**config.mk**
```make
export PLATFORM = sky130hd
export DESIGN_NAME = cordic_seq
export DESIGN_NICKNAME = d
export VERILOG_FILES = /design/src/rtl/cordic_seq.sv
export SDC_FILE = /design/constraint.sdc
export NUM_CORES = 1
export LEC_CHECK = 0
export BUFFER_PORTS_ARGS = -buffer_cell sky130_fd_sc_hd__clkbuf_2
export CAP_MARGIN = 30
export CORE_AREA = 4 4 143 145
export DETAILED_ROUTE_END_ITERATION = 7
export DIE_AREA = 0 0 147 149
export GPL_ROUTABILITY_DRIVEN = 0
export GPL_TIMING_DRIVEN = 0
export HOLD_SLACK_MARGIN = 0.15
export PLACE_DENSITY = 0.62
export SYNTH_ARGS = -nofsm -noshare
export SYNTH_HDL_FRONTEND = slang
export SYNTH_SLANG_ARGS = --single-unit
```
**constraint.sdc**
```tcl
create_clock -name clk -period 8.6 [get_ports clk]
set_clock_uncertainty 0.1 [all_clocks]
set_input_delay 1.29 -clock clk [delete_from_list [all_inputs] [get_ports clk]]
set_output_delay 1.29 -clock clk [all_outputs]
set_load 0.02 [all_outputs]
```
**src/rtl/cordic_seq.sv**
```systemverilog
// Sequencer for the pipelined CORDIC sine path: phase accumulator, octant split,
// run control (start/stop/pause/burst) and an index/valid delay line aligned with the pipe.
module cordic_seq #(
    parameter int PHASE_W  = 24,
    parameter int ANG_W    = 16,
    parameter int PIPE_LAT = 16,
    parameter int CNT_W    = 16
) (
    input  logic               clk,
    input  logic               reset,
    input  logic               start,
    input  logic               stop,
    input  logic               pause,
    input  logic [PHASE_W-1:0] freq_word,
    input  logic [CNT_W-1:0]   burst_len,
    output logic [ANG_W-1:0]   ang_out,
    output logic               wen_pipe,
    output logic [2:0]         idx_qua,
    output logic               wen_qua,
    output logic [CNT_W-1:0]   sample_cnt,
    output logic               busy,
    output logic               done
);

    typedef enum logic [1:0] {IDLE, RUN, DRAIN} state_t;

    localparam int DRN_W = $clog2(PIPE_LAT + 1);

    state_t               state_q, state_d;
    logic [PHASE_W-1:0]   phase_q, phase_d;
    logic [PHASE_W-1:0]   freq_q, freq_d;
    logic [CNT_W-1:0]     burst_q, burst_d;
    logic [CNT_W-1:0]     cnt_q, cnt_d;
    logic [DRN_W-1:0]     drn_q, drn_d;
    logic [ANG_W-1:0]     ang_q, ang_d;
    logic                 wen_q, wen_d;
    logic [2:0]           oct_q, oct_d;
    logic                 busy_q, busy_d;
    logic                 done_q, done_d;
    logic [PIPE_LAT-1:0][3:0] dl_q, dl_d;

    logic [2:0]           oct;
    logic [ANG_W-1:0]     frac;
    logic [CNT_W-1:0]     cnt_inc;

    assign oct     = phase_q[PHASE_W-1 -: 3];
    assign frac    = phase_q[PHASE_W-4 -: ANG_W];
    assign cnt_inc = cnt_q + 1'b1;

    always_comb begin
        state_d = state_q;
        phase_d = phase_q;
        freq_d  = freq_q;
        burst_d = burst_q;
        cnt_d   = cnt_q;
        drn_d   = drn_q;
        ang_d   = ang_q;
        wen_d   = 1'b0;
        oct_d   = 3'd0;
        done_d  = 1'b0;
        case (state_q)
            IDLE: begin
                // The done cycle is already IDLE, but a start there is dropped so
                // the last drained sample leaves the delay line first.
                if (start && !done_q) begin
                    freq_d  = freq_word;
                    burst_d = burst_len;
                    phase_d = '0;
                    cnt_d   = '0;
                    state_d = RUN;
                end
            end
            RUN: begin
                if (!pause) begin
                    wen_d   = 1'b1;
                    oct_d   = oct;
                    ang_d   = oct[0] ? ~frac : frac;
                    phase_d = phase_q + freq_q;
                    cnt_d   = cnt_inc;
                end
                if (stop || (!pause && burst_q != '0 && cnt_inc == burst_q)) begin
                    drn_d   = '0;
                    state_d = DRAIN;
                end
            end
            DRAIN: begin
                if (drn_q == DRN_W'(PIPE_LAT - 1)) begin
                    done_d  = 1'b1;
                    state_d = IDLE;
                end else begin
                    drn_d = drn_q + 1'b1;
                end
            end
            default: state_d = IDLE;
        endcase
        busy_d = (state_d != IDLE);
    end

    // Fed from the registered wen/oct, so a depth of PIPE_LAT gives exactly PIPE_LAT cycles.
    always_comb begin
        dl_d    = dl_q;
        dl_d[0] = {wen_q, oct_q};
        for (int i = 1; i < PIPE_LAT; i++) begin
            dl_d[i] = dl_q[i-1];
        end
    end

    always_ff @(posedge clk or negedge reset) begin
        if (!reset) begin
            state_q <= IDLE;
            phase_q <= '0;
            freq_q  <= '0;
            burst_q <= '0;
            cnt_q   <= '0;
            drn_q   <= '0;
            ang_q   <= '0;
            wen_q   <= 1'b0;
            oct_q   <= 3'd0;
            busy_q  <= 1'b0;
            done_q  <= 1'b0;
            dl_q    <= '0;
        end else begin
            state_q <= state_d;
            phase_q <= phase_d;
            freq_q  <= freq_d;
            burst_q <= burst_d;
            cnt_q   <= cnt_d;
            drn_q   <= drn_d;
            ang_q   <= ang_d;
            wen_q   <= wen_d;
            oct_q   <= oct_d;
            busy_q  <= busy_d;
            done_q  <= done_d;
            dl_q    <= dl_d;
        end
    end

    assign ang_out            = ang_q;
    assign wen_pipe           = wen_q;
    assign {wen_qua, idx_qua} = dl_q[PIPE_LAT-1];
    assign sample_cnt         = cnt_q;
    assign busy               = busy_q;
    assign done               = done_q;

endmodule

```
Word level (Yosys, flattened, before mapping)
Cells that the tools add are included.
{ "classes": {"add_sub_neg": 3, "n_eq_ne": 8, "mux": 20, "bitwise": 2, "reduce_logical": 15} }
{ "ops": {"columns": ["operator", "count"], "rows": [
  ["two-way mux 16 bit", 3],
  ["two-way mux 24 bit", 2],
  ["one-hot mux 24 bit (2 select lines)", 1],
  ["one-hot mux 16 bit (2 select lines)", 1],
  ["adder 24 bit", 1],
  ["adder 16 x 1 -> 16 bit (second input constant)", 1],
  ["equality test 16 bit", 1],
  ["inverter 16 bit", 1],
  ["nonzero test 16 bit", 1],
  ["two-way mux 5 bit", 2],
  ["one-hot mux 5 bit (2 select lines)", 1],
  ["!= test 2 bit (second input constant)", 4],
  ["two-way mux 2 bit", 3],
  ["two-way mux 3 bit", 2],
  ["one-hot mux 2 bit (3 select lines)", 1],
  ["AND reduction 3 bit", 2],
  ["nonzero test 2 bit", 3],
  ["adder 5 x 1 -> 5 bit (second input constant)", 1],
  ["equality test 5 x 4 -> 1 bit (second input constant)", 1],
  ["two-way mux 1 bit", 4],
  ["AND reduction 2 bit", 2],
  ["logical AND 1 bit", 3],
  ["equality test 2 x 1 -> 1 bit (second input constant)", 1],
  ["equality test 2 bit (second input constant)", 1],
  ["other kinds (4)", 5]
]} }
{ "word_totals": {"register_bits": 173, "in_bits": 45, "out_inout_bits": 39, "elab_cells": 75} }

Depth between registers and ports, before layout
Gate-level depths: netlist (run 1).
{ "logic_depth": {"word_depth": 7, "ltp_mapped": 10, "ltp_nobuf": 10} }

Least setup slack after synthesis (run 1)
OpenSTA, ideal clock, no wires.
{ "synth_timing": {"path_type": "register to register", "startpoint": "register phase_q[0]", "endpoint": "register phase_q[18]", "setup_ps": 122, "arrival_ps": 2630, "required_time_ps": 8378, "setup_slack_ps": 5748, "path_stages_with_launch": 11, "path_buffers": 0, "synth_period_minus_slack_ps": 2852, "cell_sequence": "dfrtp_1 ha_1 fa_1 a211oi_1 o21ai_0 a21oi_1 a21oi_1 a21oi_1 nor2_1 a2111o_1 a32o_1"} }
{ "synth_via": {"elab_chain_len": 3} }
{ "synth_lines": {"columns": ["item", "line_no", "source"], "rows": [
  ["start, declared", "30", "logic [PHASE_W-1:0] phase_q, phase_d;"],
  ["start signal, assigned", "124", "phase_q <= phase_d;"],
  ["adder 24 bit", "78", "phase_d = phase_q + freq_q;"],
  ["two-way mux 24 bit", "74", "if (!pause) begin"],
  ["one-hot mux 24 bit (2 select lines)", "61", "case (state_q)"]
]} }
Every way passes these cells. The select of a mux whose other input is x is not followed.
A chain may end at the register's enable or synchronous reset.

Final worst setup path (run 1)
Same ends and word-level chain as after synthesis.

==> results of run 1 <==
area by class of cell:
class	count	share of cell area (%)
Timing Repair Buffer	84	5.00
Clock inverter	10	2.09
Buffer	29	1.41
Multi-Input combinational cell	517	34.5
Inverter	9	0.374
Sequential cell	173	47.9
Clock buffer	21	4.99
Tap cell	265	3.67
final timing paths:
path	start	to	slack [ns]	depth (start not counted)
min reg2reg	dl_d[29]	dl_d[33]	0.24	0
min in group asynchronous	reset	wen_qua	0.74	1
min	dl_d[29]	dl_d[33]	0.24	0
max in group asynchronous	reset	sample_cnt[6]	6.73	2
max	phase_q[0]	phase_q[18]	5.31	10
max reg2reg	phase_q[0]	phase_q[18]	5.31	10
cells by family after synthesis:
group / Yosys count / share of synthesized area, %
buffers and inverters: 38 / 2.12
muxes: 2 / 0.263
adders and majority gates: 27 / 4.54
xor gates and xnor gates: 56 / 6.45
and+or+nand+nor: 284 / 17.4
DFF: 173 / 56.9
AOI/OAI and AO/OA: 148 / 12.3
state kept, by name, summed over array words and instances (netlist names), 2 cells and up:
signal,count
ang_out,16
burst_q,16
dl_d,60
drn_q,5
freq_q,24
idx_qua,3
oct_q,3
phase_q,24
sample_cnt,16
state_q,2
metrics by stage:
step	instance area, µm²	instances
after floorplan	7600	728
after global placement	8350	1076
after detailed placement	8390	1077
after CTS	9030	1108
after global routing	9030	1108
final	9030	1108
power breakdown:
| group | switching, mW | total (mW) | internal, mW |
|---|---|---|---|
| logic | 0.642 | 1.05 | 0.411 |
| clock network | 0.316 | 0.839 | 0.523 |
| registers | 0.167 | 1.21 | 1.04 |
layout by cell type (no fill, tap or decap), types with 3 or more instances in the layout:
| cell type | n |
|---|---|
| nand2_1 | 186 |
| dfrtp_1 | 173 |
| clkbuf_2 | 82 |
| o21ai_0 | 64 |
| xnor2_1 | 37 |
| a21oi_1 | 26 |
| clkbuf_1 | 26 |
| ha_1 | 26 |
| nor2_1 | 25 |
| xor2_1 | 19 |
| clkbuf_16 | 17 |
| nand3_1 | 15 |
| and3_1 | 9 |
| inv_1 | 9 |
| a21o_1 | 9 |
| nor3_1 | 8 |
| a22o_1 | 8 |
| nand4_1 | 6 |
| and2_1 | 6 |
| a31oi_1 | 5 |
| a211oi_1 | 5 |
| bufinv_16 | 5 |
| nor4_1 | 4 |
| o31ai_1 | 4 |
| o21bai_1 | 4 |
| buf_4 | 3 |
| a211o_1 | 3 |
| nand2b_1 | 3 |
| o211ai_1 | 3 |
| o21a_1 | 3 |
| clkinv_4 | 3 |
synthesized netlist by cell type (3+ instances only):
master,count
nand2_1,186
dfrtp_1,173
o21ai_0,64
xnor2_1,37
a21oi_1,26
ha_1,26
nor2_1,25
clkbuf_1,23
xor2_1,19
nand3_1,15
a21o_1,9
and3_1,9
inv_1,9
a22o_1,8
nor3_1,8
and2_1,6
nand4_1,6
a211oi_1,5
a31oi_1,5
nor4_1,4
o21bai_1,4
o31ai_1,4
a211o_1,3
buf_4,3
nand2b_1,3
o211ai_1,3
o21a_1,3
metal layers:
metal	vias to the layer above	routed length [µm]	GRT usage, %
li1	2709	-	-
met1	2685	8410	23.5
met2	80	8130	25.4
met3	13	499	2.89
met4	0	214	5.13
met5	-	0	0
worst max-delay path, stage by stage, from the launching register on:
cell	delay, ns
dfrtp_1	0.39
ha_1	0.24
fa_1	0.44
a211oi_1	0.28
o21ai_0	0.17
a21oi_1	0.26
a21oi_1	0.20
a21oi_1	0.38
nor2_1	0.07
a2111o_1	0.38
a32o_1	0.26
==> results.sh, run 1 <==
export IMPL_yosysTopAreaCell="dfrtp_1"
export IMPL_dpl_hpwl_um=12000
export IMPL_totalWireLength_um=17300
export IMPL_syn_area_per_cell_um2=10.4
export IMPL_setup_violations=0
export IMPL_critical_path_class="reg -> reg"
export IMPL_synth_top_area_share_pct=56.9
export IMPL_die_x_um=147
export IMPL_drive_gt1_share_pct=15.9
export IMPL_whs_ns=0.241
export IMPL_crit_path_max_fanout=4
export IMPL_clockRootBuffer="clkbuf_16"
export IMPL_fin_tns_setup_ns=0
export IMPL_cap_violations=0
export IMPL_drc=0
export IMPL_row_count=51
export IMPL_period_minus_slack_ns=3.29
export IMPL_drtPass1Iterations=4
export IMPL_p_total_mw=3.10
export IMPL_wl_per_cell_um=15.6
export IMPL_status="finished clean"
export IMPL_min_period_over_period_pct=38.2
export IMPL_viasPerCell=4.95
export IMPL_fmax_mhz=304
export IMPL_clkTransAtPathRegs_ns=0.06
export IMPL_cp_arrival_ns=3.50
export IMPL_dp_worst_setup_slack_ns=4.99
export IMPL_yosys_warnings=0
export IMPL_insertion_delay_ns=0.43
export IMPL_p_leak_nw=4.45
export IMPL_synth_area_um2=7600
export IMPL_synth_flop_cell="dfrtp_1"
export IMPL_numCtsBuffers=17
export IMPL_cts_path_max_buffers=2
export IMPL_seq_area_frac_synth_pct=56.9
export IMPL_grt_pass1_wl_um=28300
export IMPL_worst_pin_slew_ns=0.767
export IMPL_grt_max_degree=112
export IMPL_antenna_left=0
export IMPL_final_hold_viol_count=0
export IMPL_syn_to_final_growth_pct=18.8
export IMPL_drt_iter0_drc=277
export IMPL_end_kind="flop"
export IMPL_setup_ws_ns=5.31
export IMPL_cts_htree_levels=4
export IMPL_fp_coreArea_um2=19200
export IMPL_hold_class="reg -> reg"
export IMPL_vias=5487
export IMPL_cts_setup_buffers=0
export IMPL_n_antenna_cell=0
export IMPL_die_area_um2=21900
export IMPL_ys_async_sr_fraction_pct=100
export IMPL_rsz0062_at_grt="no"
export IMPL_ys_top_cells_by_area="dfrtp_1 57%, nand2_1 9.2%, ha_1 4.3%"
export IMPL_grtUsageTotal_pct=16.3
export IMPL_drv_slew=0
export IMPL_postCtsHoldBufs=0
export IMPL_cts_resized=0
export IMPL_cp_start_kind="flop"
export IMPL_cts_tree="built"
export IMPL_cp_required_ns=8.81
export IMPL_die_h_um=149
export IMPL_synth_edf_count=0
export IMPL_synth_cells=728
export IMPL_relSlewSlack_pct=48.7
export IMPL_portBuffers=83
export IMPL_multi_input_area_um2=3120
export IMPL_ys_types=60
export IMPL_power_density_nw_per_um2=343
export IMPL_grt_pass1_vias=5431
export IMPL_ir_worst_vdd_mv=0.164
export IMPL_overflow=0
export IMPL_io_pins=84
export IMPL_ys_seq_elements=173
export IMPL_fillers=1810
export IMPL_antenna_found_initial=0
export IMPL_cts_sinks=173
export IMPL_syn_nets=800
export IMPL_final_nets=903
export IMPL_seq_area_um2=4330
export IMPL_final_util_pct=47.0
export IMPL_start_util_pct=39.6
(Power assumes the default switching activity.)
==> inputs of run 2 (changes only) <==
- ABC_AREA: default -> 1
- CORE_AREA: 4 4 143 145 -> 4 4 146 148
- DIE_AREA: 0 0 147 149 -> 0 0 150 152
- PLACE_DENSITY: 0.62 -> 0.63
- clock period: 8.6 -> 2.65 ns (I/O delays scaled with it)
==> run 2 against run 1 <==
Net effect: setup slack got worse by 5.1 ns; non-clock buffer count increased by 34; sequential share of layout area decreased by 3.3 points; critical path type unchanged; largest power group unchanged; highest routed layer unchanged.
==> results.sh, run 2 <==
export IMPL_grt_pass1_wl_um=31100
export IMPL_synth_edf_count=0
export IMPL_yosys_warnings=0
export IMPL_hold_class="in -> reg"
export IMPL_ir_worst_vdd_mv=0.492
export IMPL_cp_required_ns=2.92
export IMPL_end_kind="flop"
export IMPL_n_antenna_cell=0
export IMPL_syn_to_final_growth_pct=23.1
export IMPL_crit_path_max_fanout=6
export IMPL_grt_pass1_vias=6331
export IMPL_totalWireLength_um=18300
export IMPL_drtPass1Iterations=5
export IMPL_viasPerCell=4.83
export IMPL_cts_path_max_buffers=2
export IMPL_ys_seq_elements=173
export IMPL_worst_pin_slew_ns=0.820
export IMPL_ys_top_cells_by_area="dfrtp_1 55%, nand2_1 14%, o21ai_0 4.5%"
export IMPL_synth_area_um2=7890
export IMPL_seq_area_frac_synth_pct=54.9
export IMPL_grtUsageTotal_pct=17.0
export IMPL_setup_violations=0
export IMPL_numCtsBuffers=17
export IMPL_antenna_left=0
export IMPL_final_hold_viol_count=0
export IMPL_min_period_over_period_pct=92.7
export IMPL_final_nets=1116
export IMPL_ys_async_sr_fraction_pct=100
export IMPL_grt_busiest_layer="met2"
export IMPL_rsz0062_at_grt="no"
export IMPL_synthTopCellsByCount="293 x nand2_1, 173 x dfrtp_1, 74 x inv_1"
export IMPL_p_leak_nw=4.93
export IMPL_insertion_delay_ns=0.43
export IMPL_relSlewSlack_pct=45.3
export IMPL_die_area_um2=22800
export IMPL_cts_sinks=173
export IMPL_grt_use_met2_pct=26.4
export IMPL_cts_setup_buffers=0
export IMPL_cts_htree_levels=4
export IMPL_wl_per_cell_um=13.8
export IMPL_final_util_pct=48.5
export IMPL_yosysMostFrequentCell="nand2_1"
export IMPL_synth_top_area_share_pct=54.9
export IMPL_antenna_found_initial=0
export IMPL_clockRootBuffer="clkbuf_16"
export IMPL_drv_slew=0
export IMPL_use_met1_pct=23.9
export IMPL_final_common_cell="nand2_1"
export IMPL_fmax_mhz=407
export IMPL_portBuffers=83
export IMPL_overflow=0
export IMPL_cp_arrival_ns=2.73
export IMPL_fillers=1936
export IMPL_vias=6405
export IMPL_dpl_hpwl_um=13200
export IMPL_cts_tree="built"
export IMPL_final_cell_mix="293 x nand2_1, 173 x dfrtp_1, 82 x clkbuf_2, 74 x inv_1, 70 x o21ai_0"
export IMPL_grt_max_degree=99
export IMPL_drc=0
export IMPL_synth_flop_cell="dfrtp_1"
export IMPL_cap_violations=0
export IMPL_power_density_nw_per_um2=985
export IMPL_syn_area_per_cell_um2=8.78
export IMPL_ys_types=42
export IMPL_drt_iter0_drc=502
export IMPL_drive_gt1_share_pct=13.5
export IMPL_cp_start_kind="flop"
export IMPL_largest_reg_flops=60
export IMPL_row_count=52
export IMPL_synth_cells=899
export IMPL_status="finished clean"
export IMPL_syn_nets=971
export IMPL_period_minus_slack_ns=2.46
export IMPL_globalRouteMet3Util_pct=4.44
export IMPL_die_x_um=150
export IMPL_die_h_um=152
export IMPL_yosysTopAreaCell="dfrtp_1"
export IMPL_clkTransAtPathRegs_ns=0.07
export IMPL_multi_input_area_um2=3200
export IMPL_start_util_pct=39.4
export IMPL_critical_path_class="reg -> reg"
export IMPL_fp_coreArea_um2=20000
export IMPL_p_total_mw=9.57
export IMPL_io_pins=84
export IMPL_seq_area_um2=4330
## run 2: area by class of cell
cell class | instances | share of cell area [%]
multi-input cells | 630 | 33.0
clock buffers | 18 | 4.42
flip-flops and latches | 173 | 44.6
well taps | 270 | 3.48
plain buffers | 21 | 0.863
repair buffers | 126 | 8.98
clock inverters | 14 | 1.82
inverters | 75 | 2.90
## run 2: path summary, 6_finish.rpt
path | slack, ns | cells after the start | startpoint | end
hold / removal | 0.20 | 4 | stop | drn_q[2]
max in group asynchronous | 1.11 | 3 | reset | dl_d[43]
min in group asynchronous | 0.51 | 2 | reset | ang_out[9]
setup reg to reg | 0.19 | 10 | phase_q[2] | phase_q[15]
hold reg to reg | 0.24 | 0 | dl_d[22] | dl_d[26]
setup / recovery | 0.19 | 10 | phase_q[2] | phase_q[15]
## run 2: timing repair
item,4_1_cts,5_1_grt
hold endpoints to repair,138,0
endpoints found under the setup margin,0,2
resized for setup,0,2
hold buffers,42,0
## run 2: cell families (layout without fill, tap and decap cells)
logic type / Yosys count / after routing / share of synthesized area, %
AO/OA/AOI/OAI: 142 / 142 / 9.99
XOR/XNOR: 22 / 22 / 2.44
adder cells (fa/ha/maj): 27 / 27 / 4.38
buffers and inverters: 96 / 254 / 4.63
flip-flops: 173 / 173 / 54.9
AND/OR/NAND/NOR: 439 / 439 / 23.7
## run 2: metrics by stage
step / area, µm² / worst slack (ns) / std cells / TNS (ns) / hold WS (ns)
2_1_floorplan: 7890 / 0.562 / 899 / 0 / 0.00191
3_3_place_gp: 8640 / -2.10 / 1252 / -361.95 / 0.234
3_5_place_dp: 8680 / 0.241 / 1253 / 0 / 0.235
4_1_cts: 9710 / 0.212 / 1327 / 0 / 0.181
5_1_grt: 9710 / 0.0317 / 1327 / 0 / 0.217
6_report: 9710 / 0.192 / 1327 / 0 / 0.200
## run 2: routing by layer
layer / part of all wire, % / vias up
met5: 0 / -
met4: 0.94 / 0
met3: 5.6 / 13
met2: 46 / 155
met1: 48 / 3006
li1: - / 3231
## run 2: worst max-delay path, cell delays in order (launching register included)
cell	delay (ns)
dfrtp_1	0.38
ha_1	0.37
a21oi_1	0.29
nand2_1	0.21
a21boi_2	0.27
o21ai_0	0.24
nand2_1	0.12
nand2_1	0.09
a21oi_1	0.14
o21ai_0	0.12
nand2_1	0.07
## run 2: where the power goes
part           switching [mW]  internal (mW)  leakage (nW)
combinational            2.11           1.12          2.34
clock                    1.14           1.43         0.287
sequential              0.482           3.29          2.31
total                    3.73           5.84          4.93
==> inputs of run 3 (changes only) <==
- GPL_TIMING_DRIVEN: 0 -> default
==> run 3 against run 2 <==
Net effect: critical path depth grew 4; combinational power is 1% higher; flip-flop and latch count stayed put; final cell count shrank 0.75%; clock-buffer cell count decreased by 1; register-to-register slack improved by 0.09 ns; sequential power is essentially flat; global-route usage is 0.18 points higher; first-iteration DRC count down 3.2%; sequential share of layout area down 0.15 points; maximum frequency up 3.9%; power up 0.48%; largest power group unchanged.
==> results.sh, run 3 (synthesized netlist as in run 2, its figures left out) <==
export IMPL_power_density_nw_per_um2=987
export IMPL_crit_top_cell="nand2_1"
export IMPL_portBuffers=83
export IMPL_final_nets=1106
export IMPL_min_period_over_period_pct=89.2
export IMPL_worst_pin_slew_ns=0.642
export IMPL_clkTransAtPathRegs_ns=0.08
export IMPL_grtUsageTotal_pct=17.2
export IMPL_drtPass1Iterations=5
export IMPL_io_pins=84
export IMPL_numCtsBuffers=17
export IMPL_drc=0
export IMPL_cts_htree_levels=4
export IMPL_slowest_delay_ns=0.51
export IMPL_viasPerCell=4.88
export IMPL_design_area_um2=9740
export IMPL_slowest_stage="dfrtp_1"
export IMPL_status="finished clean"
export IMPL_dpl_hpwl_um=12800
export IMPL_clockRootBuffer="clkbuf_16"
export IMPL_wl_per_cell_um=14.1
export IMPL_drv_slew=0
export IMPL_overflow=0
export IMPL_fin_tns_setup_ns=0
export IMPL_crit_path_max_fanout=8
export IMPL_setup_ws_ns=0.286
export IMPL_cts_setup_buffers=0
export IMPL_drive_gt1_share_pct=14.5
export IMPL_start_util_pct=39.4
export IMPL_antenna_found_initial=0
export IMPL_cp_required_ns=2.88
export IMPL_period_minus_slack_ns=2.36
export IMPL_rsz0062_at_grt="no"
export IMPL_grt_pass1_wl_um=31800
export IMPL_cts_sinks=173
export IMPL_insertion_delay_ns=0.44
export IMPL_fp_coreArea_um2=20000
export IMPL_final_common_cell="nand2_1"
export IMPL_final_util_pct=48.6
export IMPL_grt_max_degree=64
export IMPL_cts_tree="built"
export IMPL_dp_worst_setup_slack_ns=0.251
export IMPL_fillers=1927
export IMPL_setup_violations=0
export IMPL_syn_to_final_growth_pct=23.5
export IMPL_vias=6430
export IMPL_hold_class="in -> reg"
export IMPL_end_kind="flop"
export IMPL_cp_start_kind="flop"
export IMPL_placed_cell_area_um2=8700
export IMPL_ir_worst_vdd_mv=0.603
export IMPL_antenna_left=0
export IMPL_cts_path_max_buffers=2
export IMPL_drt_iter0_drc=486
export IMPL_final_cell_mix="293 x nand2_1, 173 x dfrtp_1, 82 x clkbuf_2, 74 x inv_1, 70 x o21ai_0"
export IMPL_whs_ns=0.201
export IMPL_largest_reg_flops=60
export IMPL_critical_path_class="reg -> reg"
export IMPL_worstPathCellList="ha_1 > nand2_1 > nor2_4 > nand2_1 > o21bai_2 > nand2_1 > nand2_1 > nand3_1 > nor2_1 > nand3_2 > nand3_4 > nand2_4 > nand2_1 > nand2_1"
export IMPL_relSlewSlack_pct=57.1
export IMPL_row_count=52
export IMPL_cp_arrival_ns=2.59
export IMPL_cap_violations=0
export IMPL_grt_pass1_vias=6386
export IMPL_die_area_um2=22800
export IMPL_fmax_mhz=423
export IMPL_die_x_um=150
export IMPL_final_hold_viol_count=0
export IMPL_n_antenna_cell=0
export IMPL_totalWireLength_um=18500
export IMPL_die_h_um=152
export IMPL_p_leak_nw=4.97
-- run 3: changes by cell type in the layout (fill, tap and decap cells not counted), sizes merged --
cell / change
buf: +6
bufinv: -1
clkbuf: -17
clkinv: +5
clkinvlp: -2
inv: -1
-- run 3: worst max-delay path: cells and delay by family (launching register included) --
kind	cells	cell delay [ns]
AO/OA/AOI/OAI	1	0.13
AND/OR/NAND/NOR	12	1.26
flip-flops	1	0.51
adder cells (fa/ha/maj)	1	0.25
-- run 3: what timing repair did --
action | CTS | global route
hold buffers | 42 | 0
hold endpoints to repair | 101 | 0
gates resized for setup | 0 | 2
endpoints found under the setup margin | 0 | 2
-- run 3: cell type report --
cell class                      instances  area [µm²]  area share [%]
Sequential cell                       173        4330            44.4
Multi-Input combinational cell        630        3200            32.9
Timing Repair Buffer                  137         970            9.95
Clock buffer                           17         425            4.37
Tap cell                              270         338            3.47
Inverter                               75         282            2.89
Clock inverter                         15         199            2.04
-- run 3: final timing paths --
kind | startpoint | to | slack, ns | depth (start not counted)
hold reg to reg | oct_q[1] | dl_d[5] | 0.25 | 0
max in group asynchronous | reset | phase_q[0] | 1.29 | 3
hold / removal | stop | state_q[0] | 0.20 | 4
setup reg to reg | sample_cnt[0] | drn_q[1] | 0.29 | 14
setup / recovery | sample_cnt[0] | drn_q[1] | 0.29 | 14
min in group asynchronous | reset | ang_out[14] | 0.42 | 2
-- run 3: where the power goes --
group	internal [mW]	switching (mW)	leakage, nW
clock	1.37	1.23	0.300
combinational	1.14	2.12	2.36
sequential	3.29	0.462	2.31
total	5.80	3.82	4.97
-- run 3: metal layers --
layer | part of all wire (%) | vias to the layer above | global-route usage [%]
met2 | 43 | 150 | 25.1
li1 | - | 3196 | -
met3 | 5.1 | 33 | 3.52
met5 | 0 | - | 0
met4 | 2.0 | 0 | 6.49
met1 | 49 | 3051 | 25.2
-- run 3: per-stage QoR --
step | instances | total power [mW]
CTS | 1317 | 9.66
global route | 1317 | 10.3
detailed placement | 1243 | 6.98
global placement | 1243 | 6.94
floorplan | 899 | 5.99
finish | 1317 | 9.61
